--- src/rtl/dmem_arbiter_pkg.sv ---
// Shared types and constants for the dmem arbiter: phase names, aux FSM encoding
// and a saturating counter helper.
package dmem_arbiter_pkg;

    localparam int DMEM_ADDR_W = 12;
    localparam int DMEM_DATA_W = 32;

    typedef enum logic [1:0] {
        PH_P0 = 2'd0,
        PH_P1 = 2'd1,
        PH_A0 = 2'd2,
        PH_A1 = 2'd3
    } phase_e;

    typedef enum logic [1:0] {
        AUX_IDLE = 2'd0,
        AUX_PEND = 2'd1,
        AUX_WAIT = 2'd2,
        AUX_ACK  = 2'd3
    } aux_state_e;

    function automatic logic [15:0] sat_inc(input logic [15:0] value);
        return (value == 16'hFFFF) ? value : value + 16'd1;
    endfunction

endpackage

--- src/rtl/dmem_arbiter_if.sv ---
// Processor, auxiliary and dmem-side signals of the arbiter, plus debug phase/state.
// Aux handshake: the requester raises aux_req with stable address/data/wren; the
// arbiter samples it only while IDLE and answers with a single-cycle aux_ack.
interface dmem_arbiter_if
    import dmem_arbiter_pkg::*;
#(
    parameter int ADDR_W = DMEM_ADDR_W,
    parameter int DATA_W = DMEM_DATA_W
) ();

    logic [ADDR_W-1:0] proc_address;
    logic [DATA_W-1:0] proc_data;
    logic              proc_wren;
    logic [DATA_W-1:0] proc_q;

    logic              aux_req;
    logic              aux_wren;
    logic [ADDR_W-1:0] aux_address;
    logic [DATA_W-1:0] aux_data;
    logic              aux_ack;
    logic [DATA_W-1:0] aux_q;

    logic [ADDR_W-1:0] mem_address;
    logic [DATA_W-1:0] mem_data;
    logic              mem_wren;
    logic [DATA_W-1:0] mem_q;

    logic [1:0]        phase;
    aux_state_e        aux_state;

    modport master (
        output proc_address, proc_data, proc_wren,
        output aux_req, aux_wren, aux_address, aux_data,
        output mem_q,
        input  proc_q, aux_ack, aux_q,
        input  mem_address, mem_data, mem_wren,
        input  phase, aux_state
    );

    modport slave (
        input  proc_address, proc_data, proc_wren,
        input  aux_req, aux_wren, aux_address, aux_data,
        input  mem_q,
        output proc_q, aux_ack, aux_q,
        output mem_address, mem_data, mem_wren,
        output phase, aux_state
    );

endinterface

--- src/rtl/dmem_phase_counter.sv ---
// Free-running 2-bit wrap counter with asynchronous active-low clear; tracks the
// fast-clock phase inside one divide-by-4 processor cycle.
module dmem_phase_counter (
    input  logic       clock,
    input  logic       reset,
    output logic [1:0] count
);

    always_ff @(posedge clock or negedge reset) begin
        if (!reset) begin
            count <= 2'd0;
        end else begin
            count <= count + 2'd1;
        end
    end

endmodule

--- src/rtl/dmem_arbiter.sv ---
// Shares single-port dmem between the processor (phases 0-1) and one aux requester
// (phases 2-3). Optional DMEM_ARB_STATS_EN adds saturating aux/processor-write counters.
module dmem_arbiter
    import dmem_arbiter_pkg::*;
#(
    parameter int ADDR_W        = DMEM_ADDR_W,
    parameter int DATA_W        = DMEM_DATA_W,
    parameter int PROC_WR_PHASE = 1
) (
    input logic           clock,
    input logic           reset,
    dmem_arbiter_if.slave bus
`ifdef DMEM_ARB_STATS_EN
    ,
    output logic [15:0]   aux_count,
    output logic [15:0]   proc_wr_count
`endif
);

    logic [1:0]        phase_cnt;
    phase_e            ph;
    aux_state_e        state_q, state_d;
    logic [ADDR_W-1:0] hold_address;
    logic [DATA_W-1:0] hold_data;
    logic              hold_wren;
    logic              latch_en;
    logic              proc_wr_gate;
    logic              ack;
    logic [ADDR_W-1:0] mem_address;
    logic [DATA_W-1:0] mem_data;
    logic              mem_wren;
    logic [DATA_W-1:0] proc_q_r;
    logic [DATA_W-1:0] aux_q_r;

    dmem_phase_counter u_phase (
        .clock (clock),
        .reset (reset),
        .count (phase_cnt)
    );

    assign ph = phase_e'(phase_cnt);
    // PROC_WR_PHASE is 0 or 1, so the gate alone keeps processor writes inside its window.
    assign proc_wr_gate = bus.proc_wren && (phase_cnt == 2'(PROC_WR_PHASE));

    always_ff @(posedge clock or negedge reset) begin
        if (!reset) begin
            state_q <= AUX_IDLE;
        end else begin
            state_q <= state_d;
        end
    end

    always_comb begin
        state_d     = state_q;
        latch_en    = 1'b0;
        ack         = 1'b0;
        mem_address = bus.proc_address;
        mem_data    = bus.proc_data;
        mem_wren    = proc_wr_gate;
        case (state_q)
            AUX_IDLE: begin
                if (bus.aux_req) begin
                    latch_en = 1'b1;
                    state_d  = AUX_PEND;
                end
            end
            AUX_PEND: begin
                if (ph == PH_A0) begin
                    mem_address = hold_address;
                    mem_data    = hold_data;
                    mem_wren    = hold_wren;
                    state_d     = AUX_WAIT;
                end
            end
            AUX_WAIT: state_d = AUX_ACK;
            AUX_ACK: begin
                ack     = 1'b1;
                state_d = AUX_IDLE;
            end
            default: state_d = AUX_IDLE;
        endcase
    end

    always_ff @(posedge clock or negedge reset) begin
        if (!reset) begin
            hold_address <= '0;
            hold_data    <= '0;
            hold_wren    <= 1'b0;
            proc_q_r     <= '0;
            aux_q_r      <= '0;
        end else begin
            if (latch_en) begin
                hold_address <= bus.aux_address;
                hold_data    <= bus.aux_data;
                hold_wren    <= bus.aux_wren;
            end
            // mem_q during phase 1 is the read launched by the phase-0 address.
            if (ph == PH_P1) begin
                proc_q_r <= bus.mem_q;
            end
            if (state_q == AUX_WAIT && !hold_wren) begin
                aux_q_r <= bus.mem_q;
            end
        end
    end

`ifdef DMEM_ARB_STATS_EN
    always_ff @(posedge clock or negedge reset) begin
        if (!reset) begin
            aux_count     <= 16'd0;
            proc_wr_count <= 16'd0;
        end else begin
            if (ack) begin
                aux_count <= sat_inc(aux_count);
            end
            if (proc_wr_gate) begin
                proc_wr_count <= sat_inc(proc_wr_count);
            end
        end
    end
`endif

    assign bus.mem_address = mem_address;
    assign bus.mem_data    = mem_data;
    assign bus.mem_wren    = mem_wren;
    assign bus.proc_q      = proc_q_r;
    assign bus.aux_q       = aux_q_r;
    assign bus.aux_ack     = ack;
    assign bus.phase       = phase_cnt;
    assign bus.aux_state   = state_q;

endmodule

--- src/flat_wrapper.sv ---
// flat-port wrapper written by rule: the top's interface ports become plain ports
module dmem_arbiter_flat import dmem_arbiter_pkg::*;
#(
    parameter int ADDR_W        = DMEM_ADDR_W,
    parameter int DATA_W        = DMEM_DATA_W,
    parameter int PROC_WR_PHASE = 1
)
  (clock, reset, bus_proc_address, bus_proc_data, bus_proc_wren, bus_aux_req, bus_aux_wren, bus_aux_address, bus_aux_data, bus_mem_q, bus_proc_q, bus_aux_ack, bus_aux_q, bus_mem_address, bus_mem_data, bus_mem_wren, bus_phase, bus_aux_state);
  dmem_arbiter_if #(.ADDR_W(ADDR_W), .DATA_W(DATA_W)) bus_i ();
  input logic clock;
  input logic reset;
  input wire logic [$bits(bus_i.proc_address)-1:0] bus_proc_address;
  input wire logic [$bits(bus_i.proc_data)-1:0] bus_proc_data;
  input wire logic [$bits(bus_i.proc_wren)-1:0] bus_proc_wren;
  input wire logic [$bits(bus_i.aux_req)-1:0] bus_aux_req;
  input wire logic [$bits(bus_i.aux_wren)-1:0] bus_aux_wren;
  input wire logic [$bits(bus_i.aux_address)-1:0] bus_aux_address;
  input wire logic [$bits(bus_i.aux_data)-1:0] bus_aux_data;
  input wire logic [$bits(bus_i.mem_q)-1:0] bus_mem_q;
  output wire logic [$bits(bus_i.proc_q)-1:0] bus_proc_q;
  output wire logic [$bits(bus_i.aux_ack)-1:0] bus_aux_ack;
  output wire logic [$bits(bus_i.aux_q)-1:0] bus_aux_q;
  output wire logic [$bits(bus_i.mem_address)-1:0] bus_mem_address;
  output wire logic [$bits(bus_i.mem_data)-1:0] bus_mem_data;
  output wire logic [$bits(bus_i.mem_wren)-1:0] bus_mem_wren;
  output wire logic [$bits(bus_i.phase)-1:0] bus_phase;
  output wire logic [$bits(bus_i.aux_state)-1:0] bus_aux_state;
  assign bus_i.proc_address = bus_proc_address;
  assign bus_i.proc_data = bus_proc_data;
  assign bus_i.proc_wren = bus_proc_wren;
  assign bus_i.aux_req = bus_aux_req;
  assign bus_i.aux_wren = bus_aux_wren;
  assign bus_i.aux_address = bus_aux_address;
  assign bus_i.aux_data = bus_aux_data;
  assign bus_i.mem_q = bus_mem_q;
  assign bus_proc_q = bus_i.proc_q;
  assign bus_aux_ack = bus_i.aux_ack;
  assign bus_aux_q = bus_i.aux_q;
  assign bus_mem_address = bus_i.mem_address;
  assign bus_mem_data = bus_i.mem_data;
  assign bus_mem_wren = bus_i.mem_wren;
  assign bus_phase = bus_i.phase;
  assign bus_aux_state = bus_i.aux_state;
  dmem_arbiter #(.ADDR_W(ADDR_W), .DATA_W(DATA_W), .PROC_WR_PHASE(PROC_WR_PHASE)) u_core (.clock(clock), .reset(reset), .bus(bus_i));
endmodule
--- config.mk ---
export PLATFORM = sky130hd
export DESIGN_NAME = dmem_arbiter_flat
export DESIGN_NICKNAME = d
export VERILOG_FILES = /design/src/rtl/dmem_arbiter_pkg.sv /design/src/rtl/dmem_arbiter_if.sv /design/src/rtl/dmem_phase_counter.sv /design/src/rtl/dmem_arbiter.sv /design/src/flat_wrapper.sv
export SDC_FILE = /design/constraint.sdc
export NUM_CORES = 1
export LEC_CHECK = 0
export ABC_AREA = 1
export CORE_ASPECT_RATIO = 0.6
export CORE_MARGIN = 5
export CORE_UTILIZATION = 37
export CTS_BUF_LIST = sky130_fd_sc_hd__clkbuf_16
export DETAILED_ROUTE_END_ITERATION = 12
export PLACE_DENSITY = 0.72
export SLEW_MARGIN = 0
export SYNTH_ARGS = -nofsm -noshare
export SYNTH_HDL_FRONTEND = slang
export SYNTH_SLANG_ARGS = --single-unit
--- constraint.sdc ---
create_clock -name clock -period 1.3 [get_ports clock]
set_clock_uncertainty 0.1 [all_clocks]
set_input_delay 0.13 -clock clock [delete_from_list [all_inputs] [get_ports clock]]
set_output_delay 0.13 -clock clock [all_outputs]
set_load 0.01 [all_outputs]
==> flow_results.org <==
** Worst setup path
- On the critical path, the stage with the largest delay is an instance of dfrtp_1.
- On the worst path, the slowest cell contributes a delay of 0.40 ns.
- Terminus of the critical flop-to-flop path :: u_core.bus.aux_state[0]$_DFFE_PN0P_
- The worst setup path is launched from a flop.
- Broken down by cell family, the worst path's largest delay share belongs to buffers and inverters.
- Path depth of the worst reg2reg path :: 10
- Along the worst path, the maximum fanout reaches 4.
- The worst setup path is captured at an output port.
- Crit-path most repeated cell :: buf_12
- Cells along the critical path :: inv_2, ha_4, buf_12, nand2_8, buf_12, buf_4, o21ai_2, buf_6
- Data on the critical path arrives at its endpoint at 1.85 ns.
- The worst register-to-register path begins at u_core.bus.aux_state[1]$_DFFE_PN0P_.
- Number of buffers and inverters on the critical path :: 5
- STA puts the critical path data required time at 1.07 ns.
- For flop-to-flop paths, the worst setup slack is -0.44 ns.
- The worst setup path is of the flop to output port kind.

** Placement
- Total placed cells including tap cells :: 1,013
- DPL Wire Length :: 11,700 um
- At the end of routability-driven placement, the weighted congestion stood at 0.847.
- Count of buffers from port buffering :: 238

** Yosys
- Library cells used by synthesis :: 15
- Share of synthesized area occupied by flip-flops and latches :: 56.0%
- Number of synthesis warnings :: 0
- After synthesis, the largest area contributor takes up 56.0% of total cell area.
- Counting flops and latches in the post-synthesis netlist gives 113.
- dfrtp_1 takes more of the synthesized area than any other cell.
- Synthesized area per cell :: 8.19 sq um
- The cell area that synthesis handed to floorplanning was 5050 sq um.
- The number of nets in the synthesized netlist is 748.
- Dominant cells by area after synthesis :: dfrtp_1, nand2_1, nand3_1
- Number of instances in the synthesized netlist :: 616

** Timing
- Based on the critical path, the design can be clocked at up to 0.482 GHz.
- Tcrit/Tclk final :: 160%
- The worst path in the final design needs a cycle of 2.08 ns, including I/O delays and setup.
- For the pin with the worst max-slew slack, the measured transition is 0.334 ns.
- Final setup violation count :: 160
- The final-report hold violation count was 0.
- The number of pins with negative max-slew slack in the final report was 0.
- Setup repair after global routing could not meet its margin everywhere.
- Max_slew headroom :: 77.7%
- After layout, the worst setup slack is -0.775 ns.

** Global routing
- For this run, the total global-route usage over all layers was measured as 28.2%.
- The total overflow left after global routing is 0.
- Number of antenna violations at the first check in global routing :: 0
- The first global-routing pass estimated 34,800 um of wire.
- Entering global routing, the biggest net connects 58 pins.
- The via count of the first global-routing pass is 6,227.

** Die
- The die covers 16,200 sq um.
- 239 I/O pins were placed.
- Horizontal die dimension :: 161 um
- After floorplanning, the core was divided into 33 placement rows.
- Effective utilization at floorplan :: 37.4%
- The core region is 13,500 sq um.
- The die is 100 um tall.

** Min path
- Along the worst hold path, the cell count comes to 4.
- Hold worst-path end :: u_core.hold_wren$_DFFE_PN0P_
- The worst hold path begins at bus_aux_req.
- Worst min-delay path category :: primary input to flop

** Power
- Total Power Consumption :: 20.0 mW
- Of the total power, the share spent switching nets is 36.2%.
- Of the total power, combinational logic draws 46.6%.
- The internal power of the cells totals 12.8 mW.
- In this run, the clock network consumes 25.0% of the power.
- In this run the power spent charging and discharging nets is 7.26 mW.
- Sequential cells account for 28.4% of the total power.
- Worst VDD drop :: 0.00116 V
- Leakage dissipation :: 5.17 nW
- In this run the power density over the cells is 1800 nW/um^2.

** Route
- Once detail routing completed, the nets flagged for antenna violations numbered 0.
- After detailed routing, the average wire length per cell comes to 23.3 um.
- After detailed routing, the number of vias per cell comes to 5.49.
- In the routed design, unresolved DRC markers number 0.
- The pre-antenna-repair detailed-routing pass consisted of 5 iterations.
- Initial DRC count :: 476
- Aggregate routed wire length :: 26,600 um
- Vias :: 6,269

** Finish
- Compared with the post-synthesis result, the final layout area differs by 121%.
- The count of cells in the finished layout, fillers not included, comes to 1,141.
- N_diodes :: 0
- Share of final-layout standard cells stronger than drive strength 1 :: 46.3%
- After the last flow step, the layout net total stands at 1,085.
- The filler cells instantiated in the layout total 740.

** Status
- Failing checks :: setup timing
- Run status :: finished, violations left

** Clocking
- Post-CTS clock slew at the launch and capture registers of the worst setup and hold paths :: 0.06 ns
- Clock Path Buffers :: 2
- TritonCTS created 17 clock buffers.
- Root cell of the clock tree :: clkbuf_16
- Clock tree from TritonCTS :: built
- The tree built by TritonCTS fans out to 113 sinks.
- In this run the number of H-tree levels came out at 4.
- Worst-skew pair later-pin latency :: 0.41 ns

** Flow run
- Count of maximum capacitance violations :: 0
==> kinds of logic (layout without fill, tap and decap cells) <==
kind of cell               after synthesis  after routing  synth area share [%]
adders and majority gates                7              7                  1.74
and+or+nand+nor                        352            354                  28.6
DFF                                    113            113                  56.0
buffers and inverters                   82            430                  7.51
AOI/OAI and AO/OA                       62             62                  6.15
==> power groups by stage <==
stage	Sequential (mW)	Clock [mW]	Combinational, mW
5_1_grt	5.82	5.21	9.76
2_1_floorplan	5.67	0	2.50
3_3_place_gp	5.43	0	5.16
6_report	5.70	5.00	9.34
4_1_cts	5.56	5.02	7.55
3_5_place_dp	5.49	0	5.31
==> state kept, by name (all words and copies together) (netlist names) <==
name / cells
u_core.bus.aux_q: 32
u_core.hold_address: 12
u_core.bus.proc_q: 32
u_core.hold_data: 32
u_core.hold_wren: 1
u_core.u_phase.count: 2
u_core.bus.aux_state: 2
==> metal layers <==
metal	GRT usage (%)	part of all wire (%)	wire (um)	vias to the layer above
met5	0	0	0	-
met2	45.0	45	12000	451
met4	8.45	3.2	851	0
met1	36.6	40	10600	3060
li1	-	-	-	2668
met3	9.97	12	3180	90
==> cells in the mapped netlist <==
cell type  number
o21ai_1        29
dfrtp_1       113
buf_4          11
inv_1          41
clkbuf_1        4
buf_2          24
a21oi_1        29
buf_1           1
nand2_1       227
nand3_1        95
nand2_2         1
ha_1            7
nor2_1         29
inv_2           1
o21ai_0         4
==> stage by stage <==
stage | util [%] | hold slack [ns] | setup WS (ns) | setup TNS, ns | cell area (sq um)
6_report | 82.5 | 0.132 | -0.775 | -65.64 | 11100
3_5_place_dp | 58.2 | 0.0802 | -0.620 | -50.07 | 7860
4_1_cts | 77.9 | 0.114 | -0.720 | -48.07 | 10500
5_1_grt | 82.5 | 0.145 | -0.806 | -72.91 | 11100
3_3_place_gp | 58.2 | 0.0744 | -0.594 | -43.66 | 7860
2_1_floorplan | - | -0.266 | -0.0491 | -4.59 | 5270
==> worst max path at each step <==
stage | from | end | slack (ns) | cells past startpoint
finish | u_core.bus.aux_state[1]$_DFFE_PN0P_ | bus_mem_wren | -0.78 | 8
global route | u_core.bus.aux_state[1]$_DFFE_PN0P_ | bus_mem_wren | -0.81 | 8
CTS | u_core.u_phase.count[0]$_DFF_PN0_ | bus_mem_data[4] | -0.72 | 8
global placement | u_core.bus.aux_state[1]$_DFFE_PN0P_ | bus_mem_address[4] | -0.59 | 6
floorplan | u_core.bus.aux_state[1]$_DFFE_PN0P_ | bus_mem_address[5] | -0.05 | 6
detailed placement | u_core.bus.aux_state[1]$_DFFE_PN0P_ | bus_mem_address[4] | -0.62 | 6
==> worst register-to-register path, delay by kind of cell, from the launching register on <==
kind          cells  cell delay, ns
flops             1            0.37
simple gates      4            0.35
fa+ha+maj         1            0.18
buf+inv           5            0.63
==> cells in the final DEF (no fill, tap or decap), types with 23 or more instances in the layout <==
cell type	instances
buf_4	34
nand2_4	38
dfrtp_1	113
clkdlybuf4s50_1	122
clkbuf_2	23
buf_6	61
inv_1	36
nor2_4	23
o21ai_1	24
nand2_2	54
nand2_1	132
buf_16	26
nand3_1	56
clkdlybuf4s15_1	29
nand3_2	36
clkbuf_16	30
buf_12	25
==> what timing repair did <==
| action | in CTS | in global routing |
|---|---|---|
| pin swaps | 46 | 21 |
| hold buffers | 1 | 0 |
| gates resized for setup | 609 | 114 |
| endpoints found under the setup margin | 225 | 194 |
| setup buffers | 43 | 11 |
| endpoints found under the hold margin | 113 | 0 |
| cloned | 28 | 20 |
==> area by class of cell <==
type                       count  area (sq um)  share of cell area (%)
tap                          175           219                    1.97
clock inverter                15           208                    1.87
inverter                      42           165                    1.48
sequential                   113          2830                    25.4
clock buffer                  17           425                    3.82
timing repair buffer         356          4290                    38.5
multi-input combinational    423          3000                    27.0
No activity file was read; power rests on OpenSTA's default activity.
